$ cat src/rtl/scan_frame_loader.sv
// Streams host samples into the X then Y galvo tables, then arms the scan generator with a
// frame-ready pulse and waits for it to report completion.
module scan_frame_loader #(
    parameter int unsigned ADDR_W       = 16,
    parameter int unsigned DATA_W       = 16,
    parameter logic [15:0] SCAN3D_STATE = 16'd3
) (
    input  logic              sys_clk,
    input  logic              sys_rst,
    input  logic [15:0]       system_state,
    input  logic              load_start,
    input  logic              abort,
    input  logic [ADDR_W-1:0] xdata_points_number,
    input  logic [ADDR_W-1:0] ydata_points_number,
    input  logic              s_valid,
    input  logic [DATA_W-1:0] s_data,
    input  logic              s_last,
    output logic              s_ready,
    output logic              wr_x_en,
    output logic [ADDR_W-1:0] wr_x_addr,
    output logic [DATA_W-1:0] wr_x_data,
    output logic              wr_y_en,
    output logic [ADDR_W-1:0] wr_y_addr,
    output logic [DATA_W-1:0] wr_y_data,
    output logic              frame_rdy,
    input  logic              proc_finished,
    output logic              busy,
    output logic              load_err,
    output logic [15:0]       frames_done
);

    typedef enum logic [2:0] {StIdle, StLoadX, StLoadY, StArm, StRun, StErr} state_e;

    state_e            r_state, w_state_next;
    logic [ADDR_W-1:0] r_nx, w_nx_next;
    logic [ADDR_W-1:0] r_ny, w_ny_next;
    logic [ADDR_W-1:0] r_cnt, w_cnt_next;
    logic              r_wr_x_en, w_wr_x_en_next;
    logic [ADDR_W-1:0] r_wr_x_addr, w_wr_x_addr_next;
    logic [DATA_W-1:0] r_wr_x_data, w_wr_x_data_next;
    logic              r_wr_y_en, w_wr_y_en_next;
    logic [ADDR_W-1:0] r_wr_y_addr, w_wr_y_addr_next;
    logic [DATA_W-1:0] r_wr_y_data, w_wr_y_data_next;
    logic              r_frame_rdy, w_frame_rdy_next;
    logic              r_load_err, w_load_err_next;
    logic [15:0]       r_frames_done, w_frames_done_next;

    logic              w_hs;
    logic              w_cnt_last_x;
    logic              w_cnt_last_y;
    logic [15:0]       w_frames_inc;

    assign s_ready      = (r_state == StLoadX) || (r_state == StLoadY);
    assign w_hs         = s_valid && s_ready;
    assign w_cnt_last_x = (r_cnt == r_nx - ADDR_W'(1));
    assign w_cnt_last_y = (r_cnt == r_ny - ADDR_W'(1));
    assign w_frames_inc = (r_frames_done == 16'hFFFF) ? r_frames_done : r_frames_done + 16'd1;

    always_comb begin
        w_state_next       = r_state;
        w_nx_next          = r_nx;
        w_ny_next          = r_ny;
        w_cnt_next         = r_cnt;
        w_wr_x_en_next     = 1'b0;
        w_wr_x_addr_next   = r_wr_x_addr;
        w_wr_x_data_next   = r_wr_x_data;
        w_wr_y_en_next     = 1'b0;
        w_wr_y_addr_next   = r_wr_y_addr;
        w_wr_y_data_next   = r_wr_y_data;
        w_frame_rdy_next   = 1'b0;
        w_load_err_next    = r_load_err;
        w_frames_done_next = r_frames_done;

        if (abort) begin
            // A completion arriving alongside abort still counts as a finished frame.
            w_state_next    = StIdle;
            w_load_err_next = 1'b0;
            if ((r_state == StRun) && proc_finished) begin
                w_frames_done_next = w_frames_inc;
            end
        end else begin
            unique case (r_state)
                StIdle, StErr: begin
                    if (load_start) begin
                        w_nx_next       = xdata_points_number;
                        w_ny_next       = ydata_points_number;
                        w_cnt_next      = '0;
                        w_load_err_next = 1'b0;
                        if ((xdata_points_number == '0) || (ydata_points_number == '0)) begin
                            w_state_next    = StErr;
                            w_load_err_next = 1'b1;
                        end else begin
                            w_state_next = StLoadX;
                        end
                    end
                end
                StLoadX: begin
                    if (w_hs) begin
                        if (s_last) begin
                            w_state_next    = StErr;
                            w_load_err_next = 1'b1;
                        end else begin
                            w_wr_x_en_next   = 1'b1;
                            w_wr_x_addr_next = r_cnt;
                            w_wr_x_data_next = s_data;
                            if (w_cnt_last_x) begin
                                w_cnt_next   = '0;
                                w_state_next = StLoadY;
                            end else begin
                                w_cnt_next = r_cnt + ADDR_W'(1);
                            end
                        end
                    end
                end
                StLoadY: begin
                    if (w_hs) begin
                        if (w_cnt_last_y) begin
                            // The final Y sample lands even when s_last is missing.
                            w_wr_y_en_next   = 1'b1;
                            w_wr_y_addr_next = r_cnt;
                            w_wr_y_data_next = s_data;
                            if (s_last) begin
                                w_state_next = StArm;
                            end else begin
                                w_state_next    = StErr;
                                w_load_err_next = 1'b1;
                            end
                        end else if (s_last) begin
                            w_state_next    = StErr;
                            w_load_err_next = 1'b1;
                        end else begin
                            w_wr_y_en_next   = 1'b1;
                            w_wr_y_addr_next = r_cnt;
                            w_wr_y_data_next = s_data;
                            w_cnt_next       = r_cnt + ADDR_W'(1);
                        end
                    end
                end
                StArm: begin
                    if (system_state == SCAN3D_STATE) begin
                        w_frame_rdy_next = 1'b1;
                        w_state_next     = StRun;
                    end
                end
                StRun: begin
                    if (proc_finished) begin
                        w_frames_done_next = w_frames_inc;
                        w_state_next       = StIdle;
                    end
                end
                default: begin
                    w_state_next = StIdle;
                end
            endcase
        end
    end

    always_ff @(posedge sys_clk or posedge sys_rst) begin
        if (sys_rst) begin
            r_state       <= StIdle;
            r_nx          <= '0;
            r_ny          <= '0;
            r_cnt         <= '0;
            r_wr_x_en     <= 1'b0;
            r_wr_x_addr   <= '0;
            r_wr_x_data   <= '0;
            r_wr_y_en     <= 1'b0;
            r_wr_y_addr   <= '0;
            r_wr_y_data   <= '0;
            r_frame_rdy   <= 1'b0;
            r_load_err    <= 1'b0;
            r_frames_done <= '0;
        end else begin
            r_state       <= w_state_next;
            r_nx          <= w_nx_next;
            r_ny          <= w_ny_next;
            r_cnt         <= w_cnt_next;
            r_wr_x_en     <= w_wr_x_en_next;
            r_wr_x_addr   <= w_wr_x_addr_next;
            r_wr_x_data   <= w_wr_x_data_next;
            r_wr_y_en     <= w_wr_y_en_next;
            r_wr_y_addr   <= w_wr_y_addr_next;
            r_wr_y_data   <= w_wr_y_data_next;
            r_frame_rdy   <= w_frame_rdy_next;
            r_load_err    <= w_load_err_next;
            r_frames_done <= w_frames_done_next;
        end
    end

    assign wr_x_en     = r_wr_x_en;
    assign wr_x_addr   = r_wr_x_addr;
    assign wr_x_data   = r_wr_x_data;
    assign wr_y_en     = r_wr_y_en;
    assign wr_y_addr   = r_wr_y_addr;
    assign wr_y_data   = r_wr_y_data;
    assign frame_rdy   = r_frame_rdy;
    assign load_err    = r_load_err;
    assign frames_done = r_frames_done;
    assign busy        = (r_state != StIdle) && (r_state != StErr);

endmodule

$ cat config.mk
export PLATFORM = sky130hd
export DESIGN_NAME = scan_frame_loader
export DESIGN_NICKNAME = d
export VERILOG_FILES = /design/src/rtl/scan_frame_loader.sv
export SDC_FILE = /design/constraint.sdc
export NUM_CORES = 1
export LEC_CHECK = 0
export ABC_AREA = 1
export CAP_MARGIN = 20
export CELL_PAD_IN_SITES_DETAIL_PLACEMENT = 1
export CELL_PAD_IN_SITES_GLOBAL_PLACEMENT = 1
export CORE_MARGIN = 4
export CORE_UTILIZATION = 38
export DETAILED_ROUTE_END_ITERATION = 10
export HOLD_SLACK_MARGIN = 0.03
export PLACE_DENSITY_LB_ADDON = 0.1
export SYNTH_ARGS = -nofsm -noshare
export SYNTH_HDL_FRONTEND = slang
export SYNTH_SLANG_ARGS = --single-unit
$ cat constraint.sdc
create_clock -name sys_clk -period 5.39 [get_ports sys_clk]
set_input_delay 0.539 -clock sys_clk [delete_from_list [all_inputs] [get_ports sys_clk]]
set_output_delay 0.539 -clock sys_clk [all_outputs]
set_load 0.05 [all_outputs]
==> results_dict.tcl, run 1 <==
set metrics [dict create \
    cp_slowest_stage_delay_ns 0.81 \
    cp_slowest_cell "clkdlybuf4s50_1" \
    cp_cell_sequence "inv_2, nand2_1, nor2_2, inv_2, nand2_4, clkdlybuf4s50_1" \
    vias_per_cell 4.900 \
    p_per_area_nw_per_um2 489.4 \
    clockBufferDepth 2 \
    rrSetupSlack_ns 2.27 \
    min_from "wr_y_data[4]" \
    r2r_start "r_ny[0]" \
    critPathRequiredTime_ns 4.85 \
    worstHoldEndpoint "wr_y_data[4]" \
    setup_viol 0 \
    grt_max_degree 103 \
    hold_violations 0 \
    cap_viol_max_count 0 \
    cp-end-kind "primary output" \
    routabilityCongestion 0.8260 \
    seq_area_frac_synth_pct 44.55 \
    nNetsFinal 1180 \
    yosys_most_used_dff "dfrtp_1" \
    p_switching_mw 2.077 \
    boundaryPins 157 \
    rows 51 \
    antenna_found_initial 0 \
    rr_worst_depth 16 \
    syn_inst 962 \
    fin_crit_sh_pct 59.32 \
    pwr-share-clk_pct 26.2 \
    portBuffers 156 \
    vdd_drop_max_uv 232.9 \
    synthToLayoutAreaGrowth_pct 30.21 \
    clk_pin_slew_ns 0.06 \
    outcome "finished clean" \
    period_needed_ns 3.198 \
    hp-class "flip-flop to flip-flop" \
    seq_power_share_pct 31.7 \
    dieArea_um2 22280 \
    maxSlewViolCount 0 \
    clock-sinks 135 \
    grt_pass1_wl_mm 35.40 \
    core_area_um2 19530 \
    tightestPinTransition_ns 0.9659 \
    final-seq-area_um2 3378 \
    clock_skew_ns 0.007102 \
    fillers 2438 \
    p_leak_nw 4.565 \
    grt_overflow 0 \
    cts_max_level 4 \
    vias 6777 \
    layout-drive-gt1-share_pct 9.392 \
    cts_root_buf "clkbuf_16" \
    setup_slack_ns 2.192 \
    cts-buffers-inserted 17 \
    p_int_mw 2.756 \
    fmax_ghz 0.3127 \
    drt_iter0_drc 301 \
    grt_usage_pct 19.93 \
    clock_latency_ns 0.43 \
    critical_path_buf_inv_count 3 \
    critPathTopFamily "buffers and inverters" \
    multi_input_area_um2 3536 \
    ys_types 42 \
    dr.pass1.iters 4 \
    worst-path-max-fanout 18 \
    cts_setup_buffers 0 \
    synth_edf_count 0 \
    antenna_cells 0 \
    cts_resized 0 \
    grt_pass1_vias 6832 \
    die_w_um 149.3 \
    rr_endpoint "wr_y_addr[14]" \
    cpMostUsedCell "inv_2" \
    ys_ff_latch 135 \
    combPwrFrac_pct 42.1 \
    synth_nets 1037 \
    dp_hpwl_mm 15.87 \
    syn_avg_cell_area_um2 7.883 \
    worst-setup-path-type "flip-flop to primary output" \
    rsz0062_at_grt "no" \
    wl_mm 21.72 \
    swShare_pct 42.98 \
    cp_data_arrival_time_ns 2.66 \
    antenna_left 0 \
    cts_tree "yes" \
    hold_depth 2 \
    cp-start-kind "flip-flop" \
    finalSetupTns_ns 0 \
    synth_area_um2 7584 \
    cts_hold_buf 0 \
    die_h_um 149.3 \
    pre_cts_ws_ns 2.369 \
    wl_per_cell_um 15.71 \
    start_util_pct 38.84 \
    synth-async-reset-ratio_pct 100.0 \
    drcViolationCount 0 \
    slew-limit-headroom_pct 35.60 \
    yosys_warnings 0 \
]
[registers in the layout, summed over array words and instances (netlist names)]
register / cells
frame_rdy: 1
frames_done: 16
load_err: 1
r_cnt: 16
r_nx: 16
r_ny: 16
r_state: 3
wr_x_addr: 16
wr_x_data: 16
wr_x_en: 1
wr_y_addr: 16
wr_y_data: 16
wr_y_en: 1
[power groups by stage]
stage	sequential [mW]	clock (mW)	combinational, mW
after CTS	1.54	1.30	2.05
after global routing	1.58	1.34	2.24
after global placement	1.54	0	1.99
after floorplan	1.91	0	1.05
after detailed placement	1.55	0	2.03
final	1.53	1.27	2.03
[synth_stat cells, types with 4 or more instances]
master	number	area share, %
xnor2_1	18	2.1
o21ai_0	56	3.7
o21ai_2	31	3.6
nor2_2	6	0.50
nor4_1	8	0.66
dfrtp_1	135	45
nor3_1	8	0.53
nand4_1	19	1.6
inv_1	103	5.1
a21oi_1	17	1.1
nand2_1	289	14
nand2_2	4	0.33
buf_6	12	1.8
buf_2	6	0.40
o21ai_1	8	0.53
xor2_1	32	3.7
mux2_2	10	1.5
ha_1	4	0.66
clkbuf_1	11	0.54
nand3_1	50	3.3
inv_2	6	0.30
nand3b_1	14	1.4
nor2_1	87	4.3
[per-layer routing]
metal  track usage [%]  vias to the layer above  wire length, um
met5                 0                        -                0
met4             5.492                        0              246
li1                  -                     3349                -
met1             28.05                     3275            10660
met2             32.52                      136            10080
met3             2.552                       17              738
[logic make-up (layout without fill, tap and decap cells)]
family	Yosys count	count (layout)	share of synthesized area, %
buffers and inverters	143	299	8.893
DFF	135	135	44.55
xor gates and xnor gates	50	50	5.775
adders and majority gates	4	4	0.6600
and+or+nand+nor	500	500	28.87
muxes	10	10	1.485
AOI/OAI and AO/OA	120	120	9.767
[worst min-delay path, stage by stage (launching register included)]
cell and delay [ns]:
dfrtp_1 0.34, nand2_1 0.06, o21ai_2 0.05
[per-stage QoR]
step,instance area (um2),utilization [%],power (mW),cells,hold slack (ns)
CTS,9854,50.47,4.881,1382,0.4835
detailed placement,9229,47.26,3.584,1350,0.4674
floorplan,7584,-,2.966,962,0.4940
global route,9874,50.57,5.158,1383,0.4997
finish,9874,50.57,4.833,1383,0.4784
global placement,9229,47.26,3.530,1350,0.4549
[layout by cell type, fill, tap and decap left out, types with 4 or more instances in the layout]
cell               n
nand2_1          289
clkdlybuf4s50_1  156
dfrtp_1          135
inv_1            102
nor2_1            87
o21ai_0           56
nand3_1           49
xor2_1            32
o21ai_2           31
nand4_1           19
xnor2_1           18
a21oi_1           17
clkbuf_16         17
nand3b_1          14
mux2_2            10
o21ai_1            8
nor3_1             8
nor4_1             8
inv_2              6
nor2_2             6
inv_6              5
nand2_2            4
ha_1               4
bufinv_16          4
[worst max path at each step]
stage | start | endpoint | slack [ns] | depth (start not counted)
2_1_floorplan | sys_rst | frame_rdy | 1.24 | 1
3_3_place_gp | r_ny[0] | wr_y_addr[14] | 2.50 | 14
3_5_place_dp | r_ny[0] | wr_y_addr[1] | 2.37 | 16
4_1_cts | r_state[1] | s_ready | 2.14 | 6
5_1_grt | r_ny[0] | wr_y_addr[14] | 1.89 | 16
6_report | r_state[1] | s_ready | 2.19 | 6
[cell type report]
type / instances / area share (%)
Clock buffer: 19 / 4.384
Clock inverter: 13 / 1.951
Inverter: 109 / 4.194
Multi-Input combinational cell: 684 / 35.81
Sequential cell: 135 / 34.21
Tap cell: 265 / 3.358
Timing Repair Buffer: 158 / 16.09
(Power assumes the default switching activity.)
==> run 2: changes to the inputs <==
- CORE_UTILIZATION: 38 -> 34
- clock period: 5.39 -> 2.9 ns (I/O delays scaled with it)
==> results_dict.tcl, run 2 (synthesis results as in run 1) <==
set metrics [dict create \
    cp-end-kind "primary output" \
    maxSlewViolCount 0 \
    dp.cells 1380 \
    synthToLayoutAreaGrowth_pct 31.73 \
    tightestPinTransition_ns 0.9290 \
    drcViolationCount 0 \
    cts_root_buf "clkbuf_16" \
    cts_hold_buf 0 \
    boundaryPins 157 \
    clock-sinks 135 \
    hold_violations 0 \
    dp_hpwl_mm 16.63 \
    clockBufferDepth 2 \
    layout-drive-gt1-share_pct 10.60 \
    grt_overflow 0 \
    vdd_drop_max_uv 369.9 \
    cts_resized 0 \
    finalSetupTns_ns 0 \
    fmax_ghz 0.3961 \
    post_layout_nonfiller_instances 1412 \
    rows 54 \
    wl_per_cell_um 15.64 \
    worst-setup-path-type "flip-flop to primary output" \
    antenna_found_initial 0 \
    cap_viol_max_count 0 \
    fin_crit_sh_pct 87.06 \
    clock_skew_ns 0.009037 \
    grt_pass1_vias 6804 \
    rrSetupSlack_ns 0.44 \
    slew-limit-headroom_pct 37.98 \
    period_needed_ns 2.525 \
    dr.pass1.iters 4 \
    antenna_left 0 \
    cts_max_level 4 \
    worst-path-max-fanout 15 \
    cp_slowest_cell "clkdlybuf4s50_1" \
    rsz0062_at_grt "no" \
    layout_common_cells "nand2_1 (289), clkdlybuf4s50_1 (156), dfrtp_1 (135)" \
    antenna_cells 0 \
    critPathRequiredTime_ns 2.61 \
    grt_max_degree 64 \
    cp_cell_sequence "nor3_4, inv_2, nand2_4, clkdlybuf4s50_1" \
    start_util_pct 34.64 \
    p_leak_nw 4.626 \
    drt_iter0_drc 312 \
    fillers 2649 \
    nNetsFinal 1194 \
    hp-class "primary input to async pin" \
    clock_latency_ns 0.42 \
    outcome "finished clean" \
    core_area_um2 21890 \
    portBuffers 156 \
    wl_mm 22.08 \
    stdcell_area_um2 9990 \
    grt_pass1_wl_mm 35.72 \
    p_per_area_nw_per_um2 897.9 \
    finalHoldWorstSlack_ns 0.1229 \
    cp_slowest_stage_delay_ns 0.81 \
    setup_slack_ns 0.3753 \
    vias 6689 \
    clk_pin_slew_ns 0.06 \
    cts_tree "yes" \
    die_h_um 157.3 \
    mostFrequentLayoutCell "nand2_1" \
    cts_setup_buffers 0 \
    cts-buffers-inserted 17 \
    grt_usage_pct 18.18 \
    routabilityCongestion 0.7801 \
    vias_per_cell 4.737 \
    die_w_um 157.3 \
    pre_cts_ws_ns 0.4857 \
    placed_area_um2 9371 \
    cp_data_arrival_time_ns 2.23 \
    cp-start-kind "flip-flop" \
    dieArea_um2 24760 \
    setup_viol 0 \
]
==> run 2: cell count changes in the layout (fill, tap and decap cells not counted) <==
cell	previous run	this run
buf_4	1	15
bufinv_16	4	3
clkbuf_1	2	1
clkinv_2	1	0
clkinvlp_4	2	3
inv_8	0	2
==> run 2: path summary, 6_finish.rpt <==
check,start,to,cells after the start
min in group sys_clk,s_data[5],wr_y_data[5],3
hold reg to reg,wr_x_addr[14],wr_x_addr[14],2
setup reg to reg,r_ny[0],wr_y_addr[1],18
setup / recovery,r_state[2],s_ready,4
hold / removal,sys_rst,wr_x_addr[9],2
max in group asynchronous,sys_rst,r_ny[11],3
==> run 2: layer usage <==
| layer | vias up | global-route usage (%) | share of wire, % |
|---|---|---|---|
| met4 | 0 | 5.490 | 1.6 |
| li1 | 3379 | - | - |
| met1 | 3148 | 25.39 | 49 |
| met5 | - | 0 | 0 |
| met3 | 19 | 2.585 | 4.1 |
| met2 | 143 | 29.37 | 46 |
==> run 2: power breakdown <==
| part | switching, mW | total [mW] | internal (mW) | leakage [nW] |
|---|---|---|---|---|
| registers | 0.486 | 2.85 | 2.36 | 1.76 |
| logic | 2.47 | 3.80 | 1.33 | 2.56 |
| clock network | 0.934 | 2.32 | 1.38 | 0.296 |
==> run 2: layout make-up <==
| cell class | instances | area [um2] | area share, % |
|---|---|---|---|
| Clock buffer | 18 | 429.2 | 4.296 |
| Clock inverter | 14 | 188.9 | 1.891 |
| Inverter | 109 | 412.9 | 4.133 |
| Multi-Input combinational cell | 684 | 3536 | 35.40 |
| Sequential cell | 135 | 3378 | 33.82 |
| Tap cell | 280 | 350.3 | 3.507 |
| Timing Repair Buffer | 172 | 1694 | 16.96 |
==> run 2: critical path: cells and delay by family (launching register included) <==
kind,cells,cell delay [ns]
buf+inv,2,0.98
flops,1,0.49
simple gates,2,0.34
==> run 2: per-stage QoR <==
stage	util [%]	power (mW)
floorplan	-	5.513
global placement	42.81	6.646
detailed placement	42.81	6.722
CTS	45.63	9.081
global route	45.63	9.591
finish	45.63	8.969
